File: config.mk
export PLATFORM = sky130hd
export DESIGN_NAME = shape_reader
export DESIGN_NICKNAME = d
export VERILOG_FILES = /design/src/rtl/shape_reader.sv
export SDC_FILE = /design/constraint.sdc
export NUM_CORES = 1
export LEC_CHECK = 0
export ABC_AREA = 1
export CORE_MARGIN = 2
export CORE_UTILIZATION = 45
export DETAILED_ROUTE_END_ITERATION = 10
export GPL_TIMING_DRIVEN = 0
export SYNTH_ARGS = -nofsm -noshare
export SYNTH_HDL_FRONTEND = slang
export SYNTH_SLANG_ARGS = --single-unit
File: constraint.sdc
create_clock -name clock -period 14.4 [get_ports clock]
set_input_delay 1.44 -clock clock [delete_from_list [all_inputs] [get_ports clock]]
set_output_delay 1.44 -clock clock [all_outputs]
set_load 0.005 [all_outputs]
File: src/rtl/shape_reader.sv
// Debounces the exported shape word, commits it at frame boundaries and answers per-cell queries.
// Queries: 2-cycle fixed latency, one per cycle, no backpressure.
module shape_reader #(
    parameter int STABLE_CYCLES = 4,
    parameter int GRID_COLS     = 10,
    parameter int GRID_ROWS     = 20
) (
    input  logic        clock,
    input  logic        reset,
    input  logic [31:0] shape_in,
    input  logic        frame_start,
    input  logic        query_valid,
    input  logic [3:0]  query_col,
    input  logic [4:0]  query_row,
    output logic        pix_valid,
    output logic        pix_hit,
    output logic [2:0]  pix_color,
    output logic        shape_changed,
    output logic [7:0]  update_count
);

    localparam logic [3:0] CNT_LAST = 4'(STABLE_CYCLES - 1);
    localparam logic [4:0] COL_LIM  = 5'(GRID_COLS);
    localparam logic [5:0] ROW_LIM  = 6'(GRID_ROWS);

    typedef enum logic {IDLE, SETTLE} state_t;

    state_t      state;
    logic [31:0] sample_r;
    logic [31:0] candidate;
    logic [31:0] pending;
    logic [31:0] active;
    logic [3:0]  cnt;

    logic        s1_valid;
    logic        s1_in_grid;
    logic        s1_shape_vld;
    logic [5:0]  s1_dx;
    logic [5:0]  s1_dy;
    logic [15:0] s1_mask;
    logic [2:0]  s1_color;

    logic        in_box;
    logic        hit;

    always_ff @(posedge clock or posedge reset) begin
        if (reset) begin
            sample_r <= '0;
        end else begin
            sample_r <= shape_in;
        end
    end

    // A sample equal to pending while settling is still a candidate; it completes without effect.
    always_ff @(posedge clock or posedge reset) begin
        if (reset) begin
            state     <= IDLE;
            candidate <= '0;
            pending   <= '0;
            cnt       <= '0;
        end else begin
            case (state)
                IDLE: begin
                    if (sample_r != pending) begin
                        candidate <= sample_r;
                        cnt       <= 4'd1;
                        state     <= SETTLE;
                    end
                end
                SETTLE: begin
                    if (sample_r != candidate) begin
                        candidate <= sample_r;
                        cnt       <= 4'd1;
                    end else if (cnt == CNT_LAST) begin
                        pending <= candidate;
                        state   <= IDLE;
                    end else begin
                        cnt <= cnt + 4'd1;
                    end
                end
            endcase
        end
    end

    // Commit takes pending as it stood before this edge, so a same-edge completion waits a frame.
    always_ff @(posedge clock or posedge reset) begin
        if (reset) begin
            active        <= '0;
            shape_changed <= 1'b0;
            update_count  <= '0;
        end else begin
            shape_changed <= 1'b0;
            if (frame_start) begin
                active <= pending;
                if (pending != active) begin
                    shape_changed <= 1'b1;
                    update_count  <= update_count + 8'd1;
                end
            end
        end
    end

    always_ff @(posedge clock or posedge reset) begin
        if (reset) begin
            s1_valid     <= 1'b0;
            s1_in_grid   <= 1'b0;
            s1_shape_vld <= 1'b0;
            s1_dx        <= '0;
            s1_dy        <= '0;
            s1_mask      <= '0;
            s1_color     <= '0;
        end else begin
            s1_valid     <= query_valid;
            s1_in_grid   <= ({1'b0, query_col} < COL_LIM) && ({1'b0, query_row} < ROW_LIM);
            s1_dx        <= {2'b00, query_col} - {2'b00, active[19:16]};
            s1_dy        <= {1'b0, query_row} - {1'b0, active[24:20]};
            s1_shape_vld <= active[31];
            s1_mask      <= active[15:0];
            s1_color     <= active[27:25];
        end
    end

    // Offsets outside 0..3 (including negative ones) fail the upper-bits-zero test.
    always_comb begin
        in_box = (s1_dx[5:2] == 4'd0) && (s1_dy[5:2] == 4'd0);
        hit    = s1_valid && s1_shape_vld && s1_in_grid && in_box
                 && s1_mask[{s1_dy[1:0], s1_dx[1:0]}];
    end

    always_ff @(posedge clock or posedge reset) begin
        if (reset) begin
            pix_valid <= 1'b0;
            pix_hit   <= 1'b0;
            pix_color <= '0;
        end else begin
            pix_valid <= s1_valid;
            pix_hit   <= hit;
            pix_color <= hit ? s1_color : 3'd0;
        end
    end

endmodule

==> results.sh, run 1 <==
export IMPL_synth_top_cell_area_share_pct=55.7
export IMPL_status="complete, no violations"
export IMPL_setup_violations=0
export IMPL_place_congestion=0.823
export IMPL_synthXorXnorAreaFrac_pct=5.63
export IMPL_slew_violations=0
export IMPL_cts_sinks=180
export IMPL_wl_per_cell_um=14.6
export IMPL_post_cts_buffers=0
export IMPL_fin_setup_tns_ns=0
export IMPL_p_leak_nw=4.78
export IMPL_netlist_area_um2=8090
export IMPL_dpl_worst_slack_ns=11.29
export IMPL_dp_final_hpwl_mm=13.1
export IMPL_core_area_um2=17800
export IMPL_nNetsFinal=1057
export IMPL_initial_core_util_pct=45.5
export IMPL_fin_crit_sh_pct=19.8
export IMPL_synth_cell_types=31
export IMPL_drive_gt1_share_pct=7.51
export IMPL_grt_pass1_vias=5784
export IMPL_cp_required_ns=12.96
export IMPL_synth_compound_area_share_pct=5.26
export IMPL_grt_setup_unrepaired="no"
export IMPL_cts_resized=0
export IMPL_mostFrequentLayoutCells="nand2_1 (286), dfrtp_1 (180), inv_1 (99)"
export IMPL_worst_slack_ns=11.55
export IMPL_dr_pass1_iters=5
export IMPL_cts_root_buf="clkbuf_16"
export IMPL_path_cells="clkdlybuf4s50_1"
export IMPL_wl_met1_mm=8.71
export IMPL_yosys_area_top_type="dfrtp_1"
export IMPL_synth_avg_cell_area_um2=8.78
export IMPL_critPathCaptureType="output pin"
export IMPL_synth_seq_cells=180
export IMPL_drc=0
export IMPL_synth_fa_ha_area_share_pct=2.20
export IMPL_top_layer="met4"
export IMPL_slowest_stage="clkdlybuf4s50_1"
export IMPL_path_class="flip-flop to output pin"
export IMPL_slowest_delay_ns=0.54
export IMPL_cts_hold_buf=0
export IMPL_grt_usage_pct=20.1
export IMPL_ys_seq_area_share_pct=55.7
export IMPL_relSlewSlack_pct=52.5
export IMPL_layout_commonest_cell="nand2_1"
export IMPL_crit_fanout=6
export IMPL_grt_first_pass_wirelength_mm=30.0
export IMPL_synth_top_family_by_area="simple AND/OR/NAND/NOR gates"
export IMPL_fillers=1613
export IMPL_crit_family="buffers and inverters"
export IMPL_antenna_left=0
export IMPL_die_height_um=138
export IMPL_met3_length_um=806
export IMPL_max_freq_mhz=351
export IMPL_syn2layout_area_growth_pct=18.2
export IMPL_vias_per_cell=4.85
export IMPL_yosys_area_share_simple_pct=22.8
export IMPL_p_per_area_nw_per_um2=115
export IMPL_netlist_instances=922
export IMPL_crit_arrival_ns=1.41
export IMPL_antenna_found_initial=0
export IMPL_antennaDiodeCount=0
export IMPL_std_cell_rows=49
export IMPL_ios=59
export IMPL_cts_tree="done"
export IMPL_portBuffers=57
export IMPL_overflow=0
export IMPL_die_area_um2=19100
export IMPL_path_buf_inv=1
export IMPL_period_needed_ns=2.85
export IMPL_drtIter0Drc=381
export IMPL_synth_net_count=980
export IMPL_setup_worst_path_start_class="flip-flop"
export IMPL_tightest_slew_ns=0.712
export IMPL_numCtsBuffers=17
export IMPL_irDropWorstVdd_mv=0.0799
export IMPL_hp_class="flip-flop to flip-flop"
export IMPL_skew_ns=0.00938
export IMPL_yosysWarnings=0
export IMPL_yosys_top_cells_area="dfrtp_1 (56%), nand2_1 (13%), inv_1 (4.6%), nand3_1 (4.0%), xor2_1 (3.4%)"
export IMPL_cts_clk_slew_worst_paths_ns=0.06
export IMPL_grt_max_degree=110
export IMPL_num_vias=6014
export IMPL_synthMuxAreaShare_pct=1.39
export IMPL_cts_max_path_buffers=2
export IMPL_hold_viol=0
export IMPL_drv_cap=0
export IMPL_finalWirelength_mm=18.1
export IMPL_die_w_um=138
export IMPL_clk_latency_ns=0.43
export IMPL_htreeDepth=4
export IMPL_met2_length_mm=8.31
[routing by layer]
metal / vias to the layer above / track usage, %
li1: 3031 / -
met1: 2847 / 29.1
met2: 113 / 30.8
met3: 23 / 4.26
met4: 0 / 5.85
met5: - / 0
[synth_stat cells]
| cell | instances |
|---|---|
| nand2_1 | 286 |
| dfrtp_1 | 180 |
| inv_1 | 100 |
| nand3_1 | 64 |
| nor2_1 | 62 |
| xor2_1 | 31 |
| o21ai_0 | 29 |
| o21ai_1 | 29 |
| xnor2_1 | 21 |
| inv_2 | 15 |
| a21oi_1 | 14 |
| nand4_1 | 13 |
| clkbuf_1 | 12 |
| ha_1 | 11 |
| mux2_2 | 10 |
| nor3_1 | 7 |
| buf_2 | 6 |
| o22ai_1 | 5 |
| buf_4 | 4 |
| nand3b_1 | 4 |
| buf_6 | 3 |
| o21ai_2 | 3 |
| fa_1 | 2 |
| nand2_2 | 2 |
| nor3b_1 | 2 |
| or2_2 | 2 |
| a21o_1 | 1 |
| and2_1 | 1 |
| nand3_2 | 1 |
| nor2_4 | 1 |
| nor4_1 | 1 |
[state kept, by name, summed over array words and instances, names as in the netlist, 4 cells and up]
signal	count
sample_r	32
candidate	32
cnt	4
pending	32
active	32
update_count	8
s1_mask	16
s1_dy	6
s1_dx	5
[kinds of logic (layout without fill, tap and decap cells)]
kind of cell    Yosys count  in the layout
compound gates           81             81
flops                   180            180
simple gates            446            446
xor+xnor                 52             52
buf+inv                 140            230
mux                      10             10
fa+ha+maj                13             13
[stage by stage]
stage / total power [mW] / utilization [%] / cells / instance area [µm²] / hold slack (ns)
final: 1.10 / 53.8 / 1241 / 9560 / 0.375
after global routing: 1.15 / 53.8 / 1241 / 9560 / 0.381
after CTS: 1.11 / 53.8 / 1241 / 9560 / 0.376
after detailed placement: 0.653 / 50.5 / 1209 / 8980 / 0.361
after global placement: 0.651 / 50.3 / 1208 / 8950 / 0.360
after floorplan: 0.607 / - / 922 / 8090 / 0.354
[cell type report]
cell class | count | area, µm² | area share (%)
well taps | 229 | 287 | 3.00
multi-input cells | 602 | 3020 | 31.6
plain buffers | 25 | 139 | 1.45
clock inverters | 10 | 133 | 1.39
flip-flops and latches | 180 | 4500 | 47.1
repair buffers | 58 | 598 | 6.25
inverters | 115 | 439 | 4.59
clock buffers | 22 | 444 | 4.65
[where the power goes]
| part | internal (mW) | switching, mW | total [mW] |
|---|---|---|---|
| sequential | 0.526 | 0.0226 | 0.549 |
| clock | 0.272 | 0.189 | 0.461 |
| combinational | 0.0460 | 0.0472 | 0.0932 |
| total | 0.844 | 0.259 | 1.10 |
[worst paths after layout]
kind,cells past startpoint,end,slack [ns],from
max,1,update_count[2],11.55,update_count[2]
min,0,pix_valid,0.37,s1_valid
max reg2reg,12,candidate[9],12.39,sample_r[18]
min reg2reg,0,pix_valid,0.37,s1_valid
max in group asynchronous,3,sample_r[23],12.02,reset
min in group asynchronous,2,s1_mask[9],1.47,reset
(Power assumes the default switching activity.)
==> run 2, diff against run 1 <==
==> constraint.sdc (replaced) <==
create_clock -name clock -period 2.73 [get_ports clock]
set_input_delay 0.273 -clock clock [delete_from_list [all_inputs] [get_ports clock]]
set_output_delay 0.273 -clock clock [all_outputs]
set_load 0.005 [all_outputs]
==> results.sh, run 2 (synthesis results as in run 1) <==
export IMPL_status="complete, no violations"
export IMPL_hold_viol=0
export IMPL_irDropWorstVdd_mv=0.428
export IMPL_slowest_delay_ns=0.46
export IMPL_path_common_cell="nand2_1"
export IMPL_period_needed_ns=1.99
export IMPL_cp_required_ns=3.05
export IMPL_p_sw_mw=1.41
export IMPL_wl_per_cell_um=14.6
export IMPL_slew_violations=0
export IMPL_cts_hold_buf=0
export IMPL_initial_core_util_pct=45.5
export IMPL_path_cells="nand2_1 > o21ai_0 > nor2_1 > nand2_1 > nor2_1 > nand2_1 > nor2_4 > nand2_2 > clkbuf_1 > nand3_1 > nand2_1"
export IMPL_fin_crit_sh_pct=73.0
export IMPL_place_congestion=0.867
export IMPL_mostFrequentLayoutCells="nand2_1 (286), dfrtp_1 (180), inv_1 (99)"
export IMPL_crit_arrival_ns=2.31
export IMPL_hold_slack_ns=0.207
export IMPL_setup_worst_path_start_class="flip-flop"
export IMPL_nNetsFinal=1061
export IMPL_cts_max_path_buffers=2
export IMPL_antennaDiodeCount=0
export IMPL_finalWirelength_mm=18.2
export IMPL_grt_usage_pct=20.0
export IMPL_grt_setup_unrepaired="no"
export IMPL_layout_commonest_cell="nand2_1"
export IMPL_die_w_um=138
export IMPL_drv_cap=0
export IMPL_cts_root_buf="clkbuf_16"
export IMPL_p_total_mw=5.74
export IMPL_crit_fanout=10
export IMPL_die_height_um=138
export IMPL_p_comb_share_pct=8.8
export IMPL_overflow=0
export IMPL_p_per_area_nw_per_um2=597
export IMPL_drc=0
export IMPL_crit_family="simple AND/OR/NAND/NOR gates"
export IMPL_std_cell_rows=49
export IMPL_fillers=1668
export IMPL_slowest_stage="dfrtp_1"
export IMPL_dp_final_hpwl_mm=13.4
export IMPL_clk_latency_ns=0.43
export IMPL_p_leak_nw=4.80
export IMPL_cts_tree="done"
export IMPL_antenna_left=0
export IMPL_htreeDepth=4
export IMPL_switching_share_pct=24.5
export IMPL_tightest_slew_ns=0.717
export IMPL_post_cts_buffers=0
export IMPL_drive_gt1_share_pct=8.18
export IMPL_cts_sinks=180
export IMPL_relSlewSlack_pct=52.2
export IMPL_hp_class="input pin to asynchronous set/reset pin"
export IMPL_portBuffers=57
export IMPL_syn2layout_area_growth_pct=18.8
export IMPL_die_area_um2=19100
export IMPL_p_clk_share_pct=40.8
export IMPL_skew_ns=0.00587
export IMPL_vias_per_cell=4.82
export IMPL_cts_resized=0
export IMPL_num_vias=6001
export IMPL_max_freq_mhz=502
export IMPL_grt_pass1_vias=5779
export IMPL_setup_violations=0
export IMPL_path_buf_inv=1
export IMPL_r2r_slack_ns=0.74
export IMPL_antenna_found_initial=0
export IMPL_grt_first_pass_wirelength_mm=30.2
export IMPL_critPathCaptureType="flip-flop"
export IMPL_p_int_mw=4.33
export IMPL_p_seq_share_pct=50.4
export IMPL_grt_max_degree=42
export IMPL_core_area_um2=17800
export IMPL_numCtsBuffers=17
export IMPL_drtIter0Drc=360
export IMPL_fin_setup_tns_ns=0
export IMPL_path_class="flip-flop to flip-flop"
export IMPL_ios=59
export IMPL_dr_pass1_iters=7
export IMPL_cts_clk_slew_worst_paths_ns=0.07
[run 2: changes by cell type in the layout (fill, tap and decap cells not counted), moves of 2 or more]
cell / change
buf_12: +5
bufinv_16: -2
clkbuf_1: -4
clkbuf_8: +2
clkinv_2: -2
clkinv_4: +5
[run 2: final cells by class]
type                       instances  area, µm²  area share (%)
sequential                       180       4500            46.8
multi-input combinational        602       3020            31.4
timing repair buffer              62        671            6.97
clock buffer                      20        457            4.75
inverter                         115        435            4.53
tap                              229        287            2.98
buffer                            25        139            1.44
clock inverter                    11        106            1.11
[run 2: worst register-to-register path: cells and delay by family, from the launching register on]
family | cells | cell delay [ns]
buf+inv | 1 | 0.30
flops | 1 | 0.46
simple gates | 9 | 1.06
compound gates | 1 | 0.08
[run 2: power by group through the flow]
stage	Clock, mW	Combinational, mW	Sequential, mW
3_5_place_dp	0	0.514	2.94
5_1_grt	2.51	0.581	2.91
6_report	2.34	0.505	2.89
2_1_floorplan	0	0.285	2.92
4_1_cts	2.41	0.518	2.89
3_3_place_gp	0	0.489	2.94
[run 2: path summary, 6_finish.rpt]
path	start	end	depth (start not counted)
max	sample_r[16]	candidate[9]	11
min	reset	s1_mask[11]	2
max reg2reg	sample_r[16]	candidate[9]	11
min reg2reg	s1_valid	pix_valid	0
max in group asynchronous	reset	sample_r[30]	5
min in group clock	shape_in[5]	sample_r[5]	1
[run 2: routing by layer]
metal	global-route usage, %	part of all wire, %
met1	29.2	48
met2	31.5	46
met3	3.12	4.3
met4	5.48	1.4
met5	0	0
[run 2: stage by stage]
stage / setup slack [ns] / utilization (%) / instance area [µm²] / cells
floorplan: 0.148 / - / 8100 / 922
global placement: -1.38 / 50.4 / 8950 / 1208
detailed placement: 0.731 / 50.9 / 9050 / 1213
CTS: 0.712 / 54.1 / 9620 / 1244
global route: 0.488 / 54.1 / 9620 / 1244
finish: 0.737 / 54.1 / 9620 / 1244
==> run 3, diff against run 2 <==
==> constraint.sdc (replaced) <==
create_clock -name clock -period 2 [get_ports clock]
set_input_delay 0.2 -clock clock [delete_from_list [all_inputs] [get_ports clock]]
set_output_delay 0.2 -clock clock [all_outputs]
set_load 0.005 [all_outputs]
==> results.sh, run 3 (synthesis results as in run 1) <==
export IMPL_syn2layout_area_growth_pct=23.1
export IMPL_drc=0
export IMPL_std_cell_rows=49
export IMPL_dp_cells=1213
export IMPL_die_height_um=138
export IMPL_numCtsBuffers=17
export IMPL_slowest_delay_ns=0.44
export IMPL_clk_latency_ns=0.43
export IMPL_die_w_um=138
export IMPL_nNetsFinal=1073
export IMPL_timing_rr_end="pending[16]"
export IMPL_cts_clk_slew_worst_paths_ns=0.07
export IMPL_cts_tree="done"
export IMPL_dpl_cell_area_um2=9050
export IMPL_core_area_um2=17800
export IMPL_ios=59
export IMPL_grt_setup_unrepaired="yes"
export IMPL_antennaDiodeCount=0
export IMPL_die_area_um2=19100
export IMPL_worstReg2RegStart="sample_r[13]"
export IMPL_finalNonFillerCells=1256
export IMPL_dpl_worst_slack_ns=0.000682
export IMPL_portBuffers=57
export IMPL_cts_max_path_buffers=2
export IMPL_setup_worst_path_start_class="flip-flop"
export IMPL_antenna_left=0
export IMPL_cts_hold_buf=0
export IMPL_met3_length_um=574
export IMPL_cp_required_ns=2.31
export IMPL_relSlewSlack_pct=43.7
export IMPL_path_cells="inv_2 > nand2_1 > nand2_1 > nor2_1 > nand2_1 > nor2_2 > nand2_2 > nor2_4 > nand3_4 > buf_12 > clkbuf_16 > nand2_2 > o21ai_1"
export IMPL_critPathCaptureType="flip-flop"
export IMPL_p_leak_nw=4.94
export IMPL_cts_root_buf="clkbuf_16"
export IMPL_crit_fanout=6
export IMPL_slew_violations=0
export IMPL_wl_met1_mm=9.04
export IMPL_wl_per_cell_um=14.9
export IMPL_slowest_stage="dfrtp_1"
export IMPL_drive_gt1_share_pct=15.0
export IMPL_setup_violations=0
export IMPL_met2_length_mm=8.77
export IMPL_fin_util_pct=56.0
export IMPL_period_needed_ns=1.96
export IMPL_final_area_um2=9960
export IMPL_fin_crit_sh_pct=98.2
export IMPL_hp_class="input pin to asynchronous set/reset pin"
export IMPL_drtIter0Drc=339
export IMPL_hold_viol=0
export IMPL_dr_pass1_iters=5
export IMPL_layout_commonest_cell="nand2_1"
export IMPL_dp_final_hpwl_mm=13.4
export IMPL_irDropWorstVdd_mv=0.587
export IMPL_tightest_slew_ns=0.845
export IMPL_initial_core_util_pct=45.5
export IMPL_grt_max_degree=42
export IMPL_overflow=0
export IMPL_num_vias=6086
export IMPL_p_per_area_nw_per_um2=789
export IMPL_top_layer="met4"
export IMPL_cts_sinks=180
export IMPL_rr_worst_depth=13
export IMPL_fillers=1625
export IMPL_place_congestion=0.867
export IMPL_grt_first_pass_wirelength_mm=30.2
export IMPL_max_freq_mhz=509
export IMPL_path_common_cell="nand2_1"
export IMPL_grt_usage_pct=20.0
export IMPL_skew_ns=0.00703
export IMPL_antenna_found_initial=0
export IMPL_status="complete, no violations"
export IMPL_vias_per_cell=4.85
export IMPL_worst_slack_ns=0.0365
export IMPL_mostFrequentLayoutCells="nand2_1 (262), dfrtp_1 (168), inv_1 (95)"
export IMPL_finalWirelength_mm=18.7
export IMPL_crit_arrival_ns=2.27
export IMPL_fin_setup_tns_ns=0
export IMPL_drv_cap=0
export IMPL_path_class="flip-flop to flip-flop"
export IMPL_htreeDepth=4
export IMPL_grt_pass1_vias=5779
export IMPL_r2r_slack_ns=0.04
## run 3: stage by stage
step | hold slack (ns) | power (mW)
global placement | 0.361 | 4.68
global route | 0.172 | 8.20
finish | 0.133 | 7.86
floorplan | 0.231 | 4.37
detailed placement | 0.378 | 4.72
CTS | 0.141 | 7.94
## run 3: worst max path at each step
stage               depth (start not counted)         start             to  slack (ns)
floorplan                                   1         reset      active[0]       -0.51
global placement                            2         reset   sample_r[30]       -2.04
detailed placement                         12  sample_r[30]   candidate[9]      0.0007
CTS                                        12  sample_r[30]  candidate[25]       0.003
global route                               13  sample_r[22]     pending[7]       -0.05
finish                                     13  sample_r[13]    pending[16]        0.04
## run 3: what timing repair did
action,in CTS,in global routing
resized for setup,1,82
pin swaps,0,12
setup buffers,0,9
gates cloned,0,3
endpoints found under the setup margin,10,74
## run 3: final cells by class
class / count / area [µm²] / area share (%)
Buffer: 25 / 174 / 1.75
Multi-Input combinational cell: 602 / 3170 / 31.8
Timing Repair Buffer: 74 / 813 / 8.16
Clock buffer: 20 / 457 / 4.58
Tap cell: 229 / 287 / 2.88
Clock inverter: 11 / 106 / 1.07
Inverter: 115 / 435 / 4.37
Sequential cell: 180 / 4520 / 45.4
## run 3: critical path: cells and delay by family (launching register included)
kind | cells | cell delay, ns
buf+inv | 3 | 0.41
compound gates | 1 | 0.06
simple gates | 9 | 0.93
flops | 1 | 0.44
## run 3: power breakdown
part	total [mW]	internal, mW	switching (mW)
Clock	3.20	1.78	1.42
Sequential	3.95	3.79	0.159
Combinational	0.709	0.354	0.355
## run 3: layer usage
metal  track usage (%)  vias up
li1                  -     3076
met1              29.2     2884
met2              31.5      104
met3              3.12       22
met4              5.48        0
met5                 0        -
